`src/rtl/countdown_timer.sv`:
```
// Loadable MM:SS down-counter: counts toward 00:00 on each tick strobe while running,
// raises a held expired flag and a one-cycle done_pulse on reaching zero. All outputs registered.
module countdown_timer #(
  parameter int MIN_W   = 7,
  parameter int MAX_MIN = 99,
  parameter int SEC_W   = 6
) (
  input  logic             clk,
  input  logic             reset,
  input  logic             tick,
  input  logic             load,
  input  logic [MIN_W-1:0] load_min,
  input  logic [SEC_W-1:0] load_sec,
  input  logic             start,
  input  logic             pause,
  input  logic             clear,
  input  logic             ack,
  output logic [MIN_W-1:0] min_out,
  output logic [SEC_W-1:0] sec_out,
  output logic             running,
  output logic             expired,
  output logic             done_pulse,
  output logic             load_err
);

  typedef enum logic [1:0] {IDLE, RUN, PAUSED, EXPIRED} state_t;

  state_t state;
  logic   count_zero;
  logic   load_bad;

  assign count_zero = (min_out == '0) && (sec_out == '0);
  assign load_bad   = (load_sec > SEC_W'(59)) || (load_min > MIN_W'(MAX_MIN));

  always_ff @(posedge clk or posedge reset) begin
    if (reset) begin
      state      <= IDLE;
      min_out    <= '0;
      sec_out    <= '0;
      running    <= 1'b0;
      expired    <= 1'b0;
      done_pulse <= 1'b0;
      load_err   <= 1'b0;
    end else begin
      done_pulse <= 1'b0;
      load_err   <= 1'b0;
      if (clear) begin
        state   <= IDLE;
        min_out <= '0;
        sec_out <= '0;
        running <= 1'b0;
        expired <= 1'b0;
      end else begin
        case (state)
          IDLE, PAUSED: begin
            // pause outranks start, so pause+start in PAUSED leaves us paused
            if (load) begin
              if (load_bad) begin
                load_err <= 1'b1;
              end else begin
                min_out <= load_min;
                sec_out <= load_sec;
              end
            end else if (!pause && start && !count_zero) begin
              state   <= RUN;
              running <= 1'b1;
            end
          end
          RUN: begin
            if (pause) begin
              state   <= PAUSED;
              running <= 1'b0;
            end else if (tick) begin
              if (sec_out != '0) begin
                sec_out <= sec_out - SEC_W'(1);
                if (sec_out == SEC_W'(1) && min_out == '0) begin
                  state      <= EXPIRED;
                  running    <= 1'b0;
                  expired    <= 1'b1;
                  done_pulse <= 1'b1;
                end
              end else begin
                sec_out <= SEC_W'(59);
                min_out <= min_out - MIN_W'(1);
              end
            end
          end
          EXPIRED: begin
            if (ack) begin
              state   <= IDLE;
              expired <= 1'b0;
              min_out <= '0;
              sec_out <= '0;
            end
          end
          default: begin
            state   <= IDLE;
            running <= 1'b0;
            expired <= 1'b0;
          end
        endcase
      end
    end
  end

endmodule

```
`config.mk`:
```
export PLATFORM = sky130hd
export DESIGN_NAME = countdown_timer
export DESIGN_NICKNAME = d
export VERILOG_FILES = /design/src/rtl/countdown_timer.sv
export SDC_FILE = /design/constraint.sdc
export NUM_CORES = 1
export LEC_CHECK = 0
export CAP_MARGIN = 40
export CORE_MARGIN = 2
export CORE_UTILIZATION = 35
export DETAILED_ROUTE_END_ITERATION = 8
export HOLD_SLACK_MARGIN = 0.02
export REMOVE_ABC_BUFFERS = 1
export SKIP_LAST_GASP = 1
export SYNTH_ARGS = -nofsm -noshare
export SYNTH_HDL_FRONTEND = slang
export SYNTH_SLANG_ARGS = --single-unit
```
`constraint.sdc`:
```
create_clock -name clk -period 4.62 [get_ports clk]
set_input_delay 0.462 -clock clk [delete_from_list [all_inputs] [get_ports clk]]
set_output_delay 0.462 -clock clk [all_outputs]
set_load 0.01 [all_outputs]
```
; After elaboration in Yosys (flattened, before gate mapping)
; Cells that the tools add are included.
[totals]
ff_bits = 19
output_inout_bits = 17
inputBits = 21
[op_classes]
addsub = 2
reduce_logical = 19
mux = 50
order_cmp = 2
n_eq_ne = 17
[ops]
columns = operator, count
row1 = $mux 7, 7
row2 = $mux 6, 7
row3 = $ne 3x3->1 const B, 10
row4 = $reduce_and 6->1, 4
row5 = $mux 1, 23
row6 = $pmux 7 s3, 1
row7 = $pmux 6 s3, 1
row8 = $mux 2, 8
row9 = $ne 4x4->1 const B, 3
row10 = $gt 7x7->1 const B, 1
row11 = $logic_not 7->1, 1
row12 = $sub 7x1->7 const B, 1
row13 = $eq 6x1->1 const B, 1
row14 = $gt 6x6->1 const B, 1
row15 = $logic_not 6->1, 1
row16 = $pmux 2 s3, 1
row17 = $reduce_bool 3->1, 2
row18 = $reduce_bool 6->1, 1
row19 = $sub 6x1->6 const B, 1
row20 = $reduce_and 5->1, 1
row21 = $eq 2x2->1 const B, 2
row22 = $logic_and 1x1->1, 4
row23 = $pmux 1 s2, 2
row24 = $eq 2x1->1 const B, 1
row25 = 4 further kinds, 5

; Depth between registers and ports, before layout
; Gate-level depths: netlist (run 1).
[logic_depth]
ltp_word = 8
mapped_depth = 6

; Worst setup path after synthesis (run 1)
; Ideal clock, no wire load.
[synth_path]
path_type = register to register
from = register sec_out[1]
to = register min_out[4]
path_stages_with_launch = 7
synth_period_minus_slack_ps = 1922
setup_slack_ps = 2698
t_required_ps = 4494
path_buffers = 0
arrival_ps = 1796
setup_time_ps = 126
cell_sequence = dfrtp_1 inv_1 ha_1 nor2b_1 o311ai_1 o31a_1 o32a_1
[synth_between]
elab_chain_len = 3
[synth_lines]
columns = item, line_no
row1 = "start, declared", 19  ; output logic [SEC_W-1:0] sec_out,
row2 = "start signal, assigned", 62  ; sec_out <= load_sec;
row3 = "start signal, assigned", 75  ; sec_out <= sec_out - SEC_W'(1);
row4 = $reduce_bool 6->1, 74  ; if (sec_out != '0) begin
row5 = $ne 3x3->1 (no source line), -
row6 = $reduce_and 6->1 (no source line), -
row7 = "end signal, assigned", 61  ; min_out <= load_min;
row8 = "end signal, assigned", 84  ; min_out <= min_out - MIN_W'(1);
row9 = "end, declared", 18  ; output logic [MIN_W-1:0] min_out,
; Every way passes these cells.
; A chain may end at the register's enable or synchronous reset.

; Final worst setup path (run 1)
[layout_path]
from = register sec_out[0]
to = register min_out[4]
; Same word-level chain as after synthesis.

==> results of run 1 <==
## sequential cells by signal (all words and copies together), names as in the netlist
signal,cells
expired,1
state,2
min_out,7
sec_out,6
done_pulse,1
running,1
load_err,1
## worst min path at each step
stage	start	endpoint	slack, ns	cells after the start
after floorplan	reset	done_pulse	0.41	1
after global placement	min_out[5]	min_out[5]	0.52	1
after detailed placement	min_out[5]	min_out[5]	0.54	1
after CTS	min_out[5]	min_out[5]	0.57	1
after global routing	min_out[5]	min_out[5]	0.59	1
final	min_out[5]	min_out[5]	0.57	1
## per-layer routing
metal | up-vias | track usage
met5 | - | 0
met4 | 0 | 0.0700
met3 | 9 | 0.0313
met2 | 38 | 0.305
met1 | 681 | 0.244
li1 | 666 | -
## area by class of cell
class | count | area [um2]
clock buffer | 3 | 41.3
fill | 387 | 2090
tap | 50 | 62.6
clock inverter | 1 | 7.51
timing repair buffer | 37 | 370
sequential | 19 | 475
multi-input combinational | 119 | 911
inverter | 12 | 45.0
## logic make-up after synthesis
logic type	after synthesis	share of synthesized area
flops	19	0.327
simple gates	52	0.255
compound gates	56	0.277
mux	6	0.0516
buf+inv	16	0.0473
fa+ha+maj	5	0.0430
## stage by stage
| stage | util | power, W |
|---|---|---|
| after floorplan | - | 0.000609 |
| final | 0.478 | 0.000941 |
| after global placement | 0.466 | 0.000799 |
| after global routing | 0.478 | 0.00100 |
| after detailed placement | 0.466 | 0.000813 |
| after CTS | 0.478 | 0.000941 |
## cell usage in the layout (no fill, tap or decap), drive strengths merged, types with 5 or more instances in the layout
cell type / instances
clkdlybuf4s50: 37
dfrtp: 19
inv: 12
a21oi: 12
o21ai: 11
nor3: 8
nor2: 6
and2: 5
o31ai: 5
ha: 5
a31oi: 5
## worst max-delay path: stages (launching register included)
cell	delay [ns]
dfrtp_1	0.46
inv_1	0.13
ha_1	0.21
nor2b_1	0.48
o311ai_1	0.21
o31a_1	0.32
o32a_1	0.32
## power groups by stage
stage	Sequential [W]	Combinational, W	Clock (W)
finish	0.000294	0.000520	0.000127
global route	0.000304	0.000564	0.000136
CTS	0.000294	0.000520	0.000127
detailed placement	0.000297	0.000516	0
global placement	0.000294	0.000505	0
floorplan	0.000297	0.000312	0
==> impl_metrics.csv, run 1 <==
group,metric,value,unit
logic_synthesis,synthTopCellsByArea,"dfrtp_1 (33%), ha_1 (4.3%), a21oi_1 (3.8%), inv_1 (3.1%), mux2_4 (3.1%)",
placement,place_area,1860,um2
detailed_routing,drt-total-wl,4.09,mm
timing,clock_skew,0.00914,ns
clock_network,hold_buffers,0,
logic_synthesis,syn-mean-instance-area,9.45,um2
critical_path,critPathRequiredTime,4.78,ns
critical_path,timing.rr.end,"min_out[4]",
power,power_leakage,0.758,nW
timing,finalSetupViolations,0,
die,io-pin-count,38,
placement,post-dp-hpwl,3.10,mm
die,start_util,0.364,
die,die_h,68.5,um
timing,final-hold-violation-count,0,
placement,dp_cells,237,
critical_path,end_kind,"register",
detailed_routing,top_layer_used,"met4",
global_route,grt_pass1_vias,1346,
detailed_routing,ant_nets,0,
logic_synthesis,async_flop_share,1.00,
placement,dp_slack,2.17,ns
detailed_routing,dr_wl_met3,153,um
clock_network,cts_tree,"done",
global_route,grt_max_degree,20,
die,rows,23,
global_route,track_usage,0.186,
clock_network,root_buffer,"clkbuf_8",
critical_path,worst-setup-path-type,"register to register",
finish,syn_to_final_growth,31.5,%
min_path,min_path_type,"register to register",
clock_network,clkSlewWorstSetupHoldPaths,0.09,ns
timing,fin_ws,2.38,ns
power,switching_share,0.439,
power,power_density,492,nW/um2
logic_synthesis,ys_dominant_reg_cell,"dfrtp_1",
logic_synthesis,yosys_warnings,0,
detailed_routing,drtIter0Drc,88,
critical_path,worstSetupStartpointType,"register",
logic_synthesis,syn_area,1460,um2
detailed_routing,dr.pass1.iters,4,
clock_network,clock_latency,0.27,ns
power,p_switching,0.000413,W
critical_path,r2r_start,"sec_out[0]",
logic_synthesis,synth_most_common_cell,"dfrtp_1",
critical_path,reg2reg_depth,6,
detailed_routing,vias,1394,
placement,io_buffers,37,
critical_path,startpoint,"sec_out[0]",
timing,hold_ws,0.566,ns
die,fp.dieW,68.5,um
finish,fin_cells,241,
die,fp.dieArea,4690,um2
global_route,grt_overflow_total,0,
finish,nNetsFinal,218,
detailed_routing,met2_length,2.02,mm
timing,finalCritPeriodShare,0.485,
detailed_routing,viasPerCell,5.78,
logic_synthesis,synthesis.instances,154,
finish,insertedDiodeCount,0,
timing,rsz0062_at_grt,"false",
detailed_routing,drc,0,
logic_synthesis,synth_commonest_cells,"dfrtp_1 (19), inv_1 (12), a21oi_1 (11)",
logic_synthesis,synth_area_leader_cell,"dfrtp_1",
run_status,outcome,"completed",
critical_path,rrSetupSlack,2.38,ns
timing,min_period,2.24,ns
logic_synthesis,synth-edff-count,0,
clock_network,ctsHtreeMaxLevel,1,
logic_synthesis,synth_top_area_share,0.327,
power,internal_power,0.000528,W
detailed_routing,wire_per_inst,17.0,um
finish,final_cell_area,1910,um2
placement,place.gp.congestion,0.872,
detailed_routing,met1_length,1.83,mm
critical_path,critPathArrivalTime,2.40,ns
global_route,grt_first_pass_wirelength,6.47,mm
critical_path,endpoint,"min_out[4]",
flow_run,max-cap-violations,0,
logic_synthesis,yosysSeqAreaShare,0.327,
logic_synthesis,yosys_register_bits,19,
clock_network,cts_made_buffers,3,
timing,worst_pin_slew,0.803,ns
clock_network,cts_resized,0,
timing,tns,0,ns
clock_network,postCtsSetupBuffers,0,
finish,layout-drive-gt1-share,0.110,
logic_synthesis,ys_types,57,
timing,max_freq,447,MHz
power,ir_worst_vdd,0.000197,V
power,power_frac_seq,0.312,
clock_network,clock-sinks,19,
power,pwr-share-comb,0.552,
power,clkPwrFrac,0.135,
timing,slew_viol_final,0,
die,core-area,4000,um2
timing,relSlewSlack,0.462,
clock_network,cts_buffer_depth,2,
global_route,grt_antenna_before_repair,0,
critical_path,critPathMaxFanout,7,
(Power assumes the default switching activity.)
==> run 2, diff against run 1 <==
- clock period: 4.62 -> 2 ns (I/O delays scaled with it)
==> run 2 against run 1 <==
Global-route usage rose by 1.3 points. Sequential power rose by 110%. Clock power rose by 120%. Flip-flop and latch count did not move. Clock skew fell by 0.0074 ns. Routed wire length rose by 8.9%. Clock-buffer cell count rose by 1. Core utilization rose by 5.6 points. Highest routed layer unchanged. Worst setup slack got worse by 2.3 ns. Register-to-register slack got worse by 2.3 ns. Fmax rose by 17%. Critical endpoint is now state[0]. First-iteration DRC count did not move.
==> impl_metrics.csv, run 2 (synthesis results as in run 1) <==
group,metric,value,unit
global_route,grt_antenna_before_repair,0,
timing,slew_viol_final,0,
critical_path,critPathSlowestCell,"or4b_4",
critical_path,critPathRequiredTime,2.14,ns
detailed_routing,drt-total-wl,4.45,mm
clock_network,clkSlewWorstSetupHoldPaths,0.08,ns
finish,syn_to_final_growth,46.9,%
placement,place.gp.congestion,0.875,
die,die_h,68.5,um
run_status,outcome,"completed",
global_route,track_usage,0.199,
global_route,grt_max_degree,20,
clock_network,cts_made_buffers,3,
finish,largest-register,"min_out",
timing,worst_pin_slew,0.462,ns
power,power_leakage,0.904,nW
finish,insertedDiodeCount,0,
critical_path,critPathMaxFanout,3,
clock_network,ctsHtreeMaxLevel,1,
detailed_routing,drc,0,
clock_network,hold_buffers,0,
finish,layout-drive-gt1-share,0.224,
global_route,grt_pass1_vias,1435,
power,ir_worst_vdd,0.000597,V
placement,io_buffers,37,
power,power_density,1110,nW/um2
critical_path,rrSetupSlack,0.08,ns
clock_network,root_buffer,"clkbuf_8",
detailed_routing,wire_per_inst,16.5,um
detailed_routing,drtIter0Drc,88,
power,finalPower,0.00237,W
critical_path,slowest_delay,0.50,ns
detailed_routing,dr.pass1.iters,4,
finish,top_regs,"min_out x7, sec_out x6, state x2",
power,power_frac_seq,0.266,
critical_path,end_kind,"register",
timing,min_period,1.92,ns
finish,largest_reg_flops,7,
clock_network,postCtsSetupBuffers,0,
die,io-pin-count,38,
flow_run,max-cap-violations,0,
finish,nNetsFinal,246,
clock_network,cts_tree,"done",
timing,finalCritPeriodShare,0.959,
critical_path,worst-setup-path-type,"register to register",
detailed_routing,vias,1487,
placement,dp_cells,265,
detailed_routing,ant_nets,0,
placement,dp_slack,-0.0345,ns
global_route,grt_first_pass_wirelength,6.94,mm
timing,clock_skew,0.00175,ns
timing,finalSetupViolations,0,
finish,fin_cells,269,
timing,relSlewSlack,0.691,
critical_path,crit_chain,"inv_1 > ha_1 > or4b_4 > nor4_4 > o21ai_2 > mux2_4",
power,clkPwrFrac,0.116,
timing,fin_ws,0.0825,ns
critical_path,worstSetupStartpointType,"register",
power,p_switching,0.000996,W
die,fp.dieW,68.5,um
min_path,min_path_type,"input port to asynchronous set/reset pin",
power,internal_power,0.00137,W
power,pwr-share-comb,0.618,
clock_network,clock_latency,0.25,ns
die,rows,23,
timing,rsz0062_at_grt,"false",
finish,final_cell_mix,"clkdlybuf4s50_1 (37), buf_4 (28), dfrtp_1 (19)",
finish,fin_util,0.534,
clock_network,cts_buffer_depth,2,
power,switching_share,0.420,
global_route,grt_overflow_total,0,
timing,final-hold-violation-count,0,
critical_path,critPathArrivalTime,2.06,ns
finish,mostFrequentLayoutCell,"clkdlybuf4s50_1",
clock_network,clock-sinks,19,
die,core-area,4000,um2
placement,post-dp-hpwl,3.47,mm
die,start_util,0.364,
detailed_routing,viasPerCell,5.53,
timing,tns,0,ns
timing,max_freq,522,MHz
die,fp.dieArea,4690,um2
[run 2: final cells by class]
class / count / area (um2)
Sequential cell: 19 / 475
Clock buffer: 4 / 45.0
Inverter: 12 / 45.0
Fill cell: 373 / 1860
Multi-Input combinational cell: 119 / 928
Timing Repair Buffer: 65 / 581
Tap cell: 50 / 62.6
[run 2: through the flow]
| step | cell area, um2 | hold slack (ns) |
|---|---|---|
| 5_1_grt | 2140 | 0.316 |
| 3_5_place_dp | 2070 | 0.548 |
| 3_3_place_gp | 2070 | 0.547 |
| 2_1_floorplan | 1430 | 0.151 |
| 6_report | 2140 | 0.266 |
| 4_1_cts | 2120 | 0.279 |
[run 2: repair_timing]
item                                   in CTS  in global routing
endpoints found under the hold margin       0                  0
setup endpoints to repair                   0                  4
gates resized for setup                     0                  3
[run 2: worst paths after layout]
| path | depth (start not counted) | start | to |
|---|---|---|---|
| worst max-delay path | 6 | min_out[1] | state[0] |
| min in group clk | 2 | expired | expired |
| worst min register to register | 2 | expired | expired |
| worst max register to register | 6 | min_out[1] | state[0] |
| worst min-delay path | 3 | reset | done_pulse |
| max in group asynchronous | 3 | reset | sec_out[1] |
[run 2: worst max-delay path, delay by kind of cell (launching register included)]
kind / cells / cell delay, ns
fa+ha+maj: 1 / 0.14
mux: 1 / 0.30
compound gates: 1 / 0.12
simple gates: 2 / 0.75
flops: 1 / 0.38
buf+inv: 1 / 0.10
[run 2: routing by layer]
layer	GRT usage	share of wire	vias to the layer above
li1	-	-	718
met4	0.0575	0.0094	0
met3	0.0280	0.042	4
met1	0.273	0.46	720
met2	0.325	0.48	45
met5	0	0	-
[run 2: power by group through the flow]
stage               sequential, W  clock [W]  combinational, W
floorplan                0.000687          0          0.000721
global placement         0.000628          0           0.00141
detailed placement       0.000637          0           0.00142
CTS                      0.000630   0.000282           0.00143
global route             0.000652   0.000300           0.00158
finish                   0.000630   0.000275           0.00146
==> run 3, diff against run 2 <==
- clock period: 2 -> 2.4 ns (I/O delays scaled with it)
==> run 3 against run 2 <==
Clock-buffer cell count unchanged. Worst setup slack improved by 0.30 ns. Critical endpoint is now min_out[1]. Highest routed layer unchanged. Sequential power decreased by 12%.
==> impl_metrics.csv, run 3 (synthesis results as in run 1) <==
group,metric,value,unit
die,die_h,68.5,um
detailed_routing,viasPerCell,5.73,
global_route,track_usage,0.183,
timing,clock_skew,0.00301,ns
critical_path,reg2reg_depth,6,
timing,hold_ws,0.400,ns
critical_path,critPathArrivalTime,2.20,ns
power,switching_share,0.424,
die,rows,23,
clock_network,clkSlewWorstSetupHoldPaths,0.07,ns
min_path,min_path_type,"input port to asynchronous set/reset pin",
power,clkPwrFrac,0.127,
placement,io_buffers,37,
detailed_routing,dr.pass1.iters,4,
power,power_frac_seq,0.308,
critical_path,slowest_delay,0.43,ns
detailed_routing,vias,1409,
clock_network,clock_latency,0.26,ns
finish,nNetsFinal,223,
detailed_routing,drt-total-wl,3.93,mm
critical_path,critPathMaxFanout,6,
detailed_routing,ant_nets,0,
clock_network,root_buffer,"clkbuf_8",
critical_path,worst-setup-path-type,"register to register",
global_route,grt_antenna_before_repair,0,
timing,slew_viol_final,0,
timing,finalSetupViolations,0,
die,io-pin-count,38,
detailed_routing,drc,0,
power,pwr-share-comb,0.565,
timing,rsz0062_at_grt,"false",
die,fp.dieArea,4690,um2
timing,min_period,2.01,ns
finish,syn_to_final_growth,33.8,%
global_route,grt_pass1_vias,1251,
clock_network,clock-sinks,19,
finish,largest-register,"min_out",
clock_network,cts_tree,"done",
timing,worst_pin_slew,0.744,ns
global_route,grt_first_pass_wirelength,6.15,mm
finish,layout-drive-gt1-share,0.128,
critical_path,crit_buf_inv,1,
critical_path,critPathRequiredTime,2.58,ns
finish,mostFrequentLayoutCell,"clkdlybuf4s50_1",
power,power_density,928,nW/um2
clock_network,ctsHtreeMaxLevel,1,
finish,largest_reg_flops,7,
critical_path,crit_chain,"inv_1 > ha_1 > nor2b_1 > a21oi_2 > nor3_2 > mux2i_1",
flow_run,max-cap-violations,0,
power,ir_worst_vdd,0.000506,V
placement,place.gp.congestion,0.881,
detailed_routing,wire_per_inst,16.0,um
run_status,outcome,"completed",
clock_network,cts_resized,0,
global_route,grt_overflow_total,0,
die,core-area,4000,um2
timing,tns,0,ns
critical_path,path_depth,6,
die,fp.dieW,68.5,um
timing,final-hold-violation-count,0,
critical_path,critPathSlowestCell,"nor3_2",
die,start_util,0.364,
finish,insertedDiodeCount,0,
critical_path,end_kind,"register",
timing,finalCritPeriodShare,0.839,
clock_network,cts_made_buffers,3,
critical_path,crit_family,"simple AND/OR/NAND/NOR gates",
finish,top_regs,"min_out x7, sec_out x6, state x2",
finish,final_cell_area,1950,um2
clock_network,hold_buffers,0,
clock_network,postCtsSetupBuffers,0,
finish,final_cell_mix,"clkdlybuf4s50_1 (37), dfrtp_1 (19), inv_1 (12)",
placement,post-dp-hpwl,3.07,mm
placement,place_area,1900,um2
detailed_routing,drtIter0Drc,85,
critical_path,worstSetupStartpointType,"register",
power,p_switching,0.000766,W
timing,max_freq,496,MHz
timing,relSlewSlack,0.504,
global_route,grt_max_degree,20,
power,power_leakage,0.784,nW
power,internal_power,0.00104,W
clock_network,cts_buffer_depth,2,
-- run 3: cell count changes in the layout (fill, tap and decap cells not counted), sizes merged --
cell / before / now
buf: 28 / 5
-- run 3: final timing paths --
kind                              endpoint  startpoint  slack (ns)
max in group asynchronous       sec_out[0]       reset        1.53
worst max register to register  min_out[1]  sec_out[1]        0.39
worst min-delay path              state[0]       reset        0.40
worst max-delay path            min_out[1]  sec_out[1]        0.39
min in group clk                min_out[5]  min_out[5]        0.55
worst min register to register  min_out[5]  min_out[5]        0.55
-- run 3: power by group through the flow --
| stage | Clock [W] | Sequential [W] | Combinational, W |
|---|---|---|---|
| 6_report | 0.000229 | 0.000557 | 0.00102 |
| 5_1_grt | 0.000256 | 0.000574 | 0.00112 |
| 4_1_cts | 0.000237 | 0.000556 | 0.00103 |
| 3_5_place_dp | 0 | 0.000561 | 0.00102 |
| 3_3_place_gp | 0 | 0.000556 | 0.00101 |
| 2_1_floorplan | 0 | 0.000572 | 0.000601 |
-- run 3: layout make-up --
cell class | count | area [um2]
multi-input combinational | 119 | 911
clock buffer | 4 | 45.0
sequential | 19 | 475
fill | 385 | 2050
timing repair buffer | 42 | 408
tap | 50 | 62.6
inverter | 12 | 45.0
-- run 3: layer usage --
| metal | routed length (um) | global-route usage | vias up |
|---|---|---|---|
| li1 | - | - | 678 |
| met1 | 1720 | 0.242 | 684 |
| met2 | 1900 | 0.300 | 42 |
| met3 | 238 | 0.0263 | 5 |
| met4 | 62 | 0.0675 | 0 |
| met5 | 0 | 0 | - |
-- run 3: through the flow --
| stage | power [W] | utilization | instances | worst slack (ns) |
|---|---|---|---|---|
| floorplan | 0.00117 | - | 150 | 0.478 |
| global placement | 0.00157 | 0.475 | 242 | 0.247 |
| detailed placement | 0.00158 | 0.475 | 242 | 0.254 |
| CTS | 0.00182 | 0.487 | 246 | 0.361 |
| global route | 0.00195 | 0.487 | 246 | 0.193 |
| finish | 0.00181 | 0.487 | 246 | 0.386 |
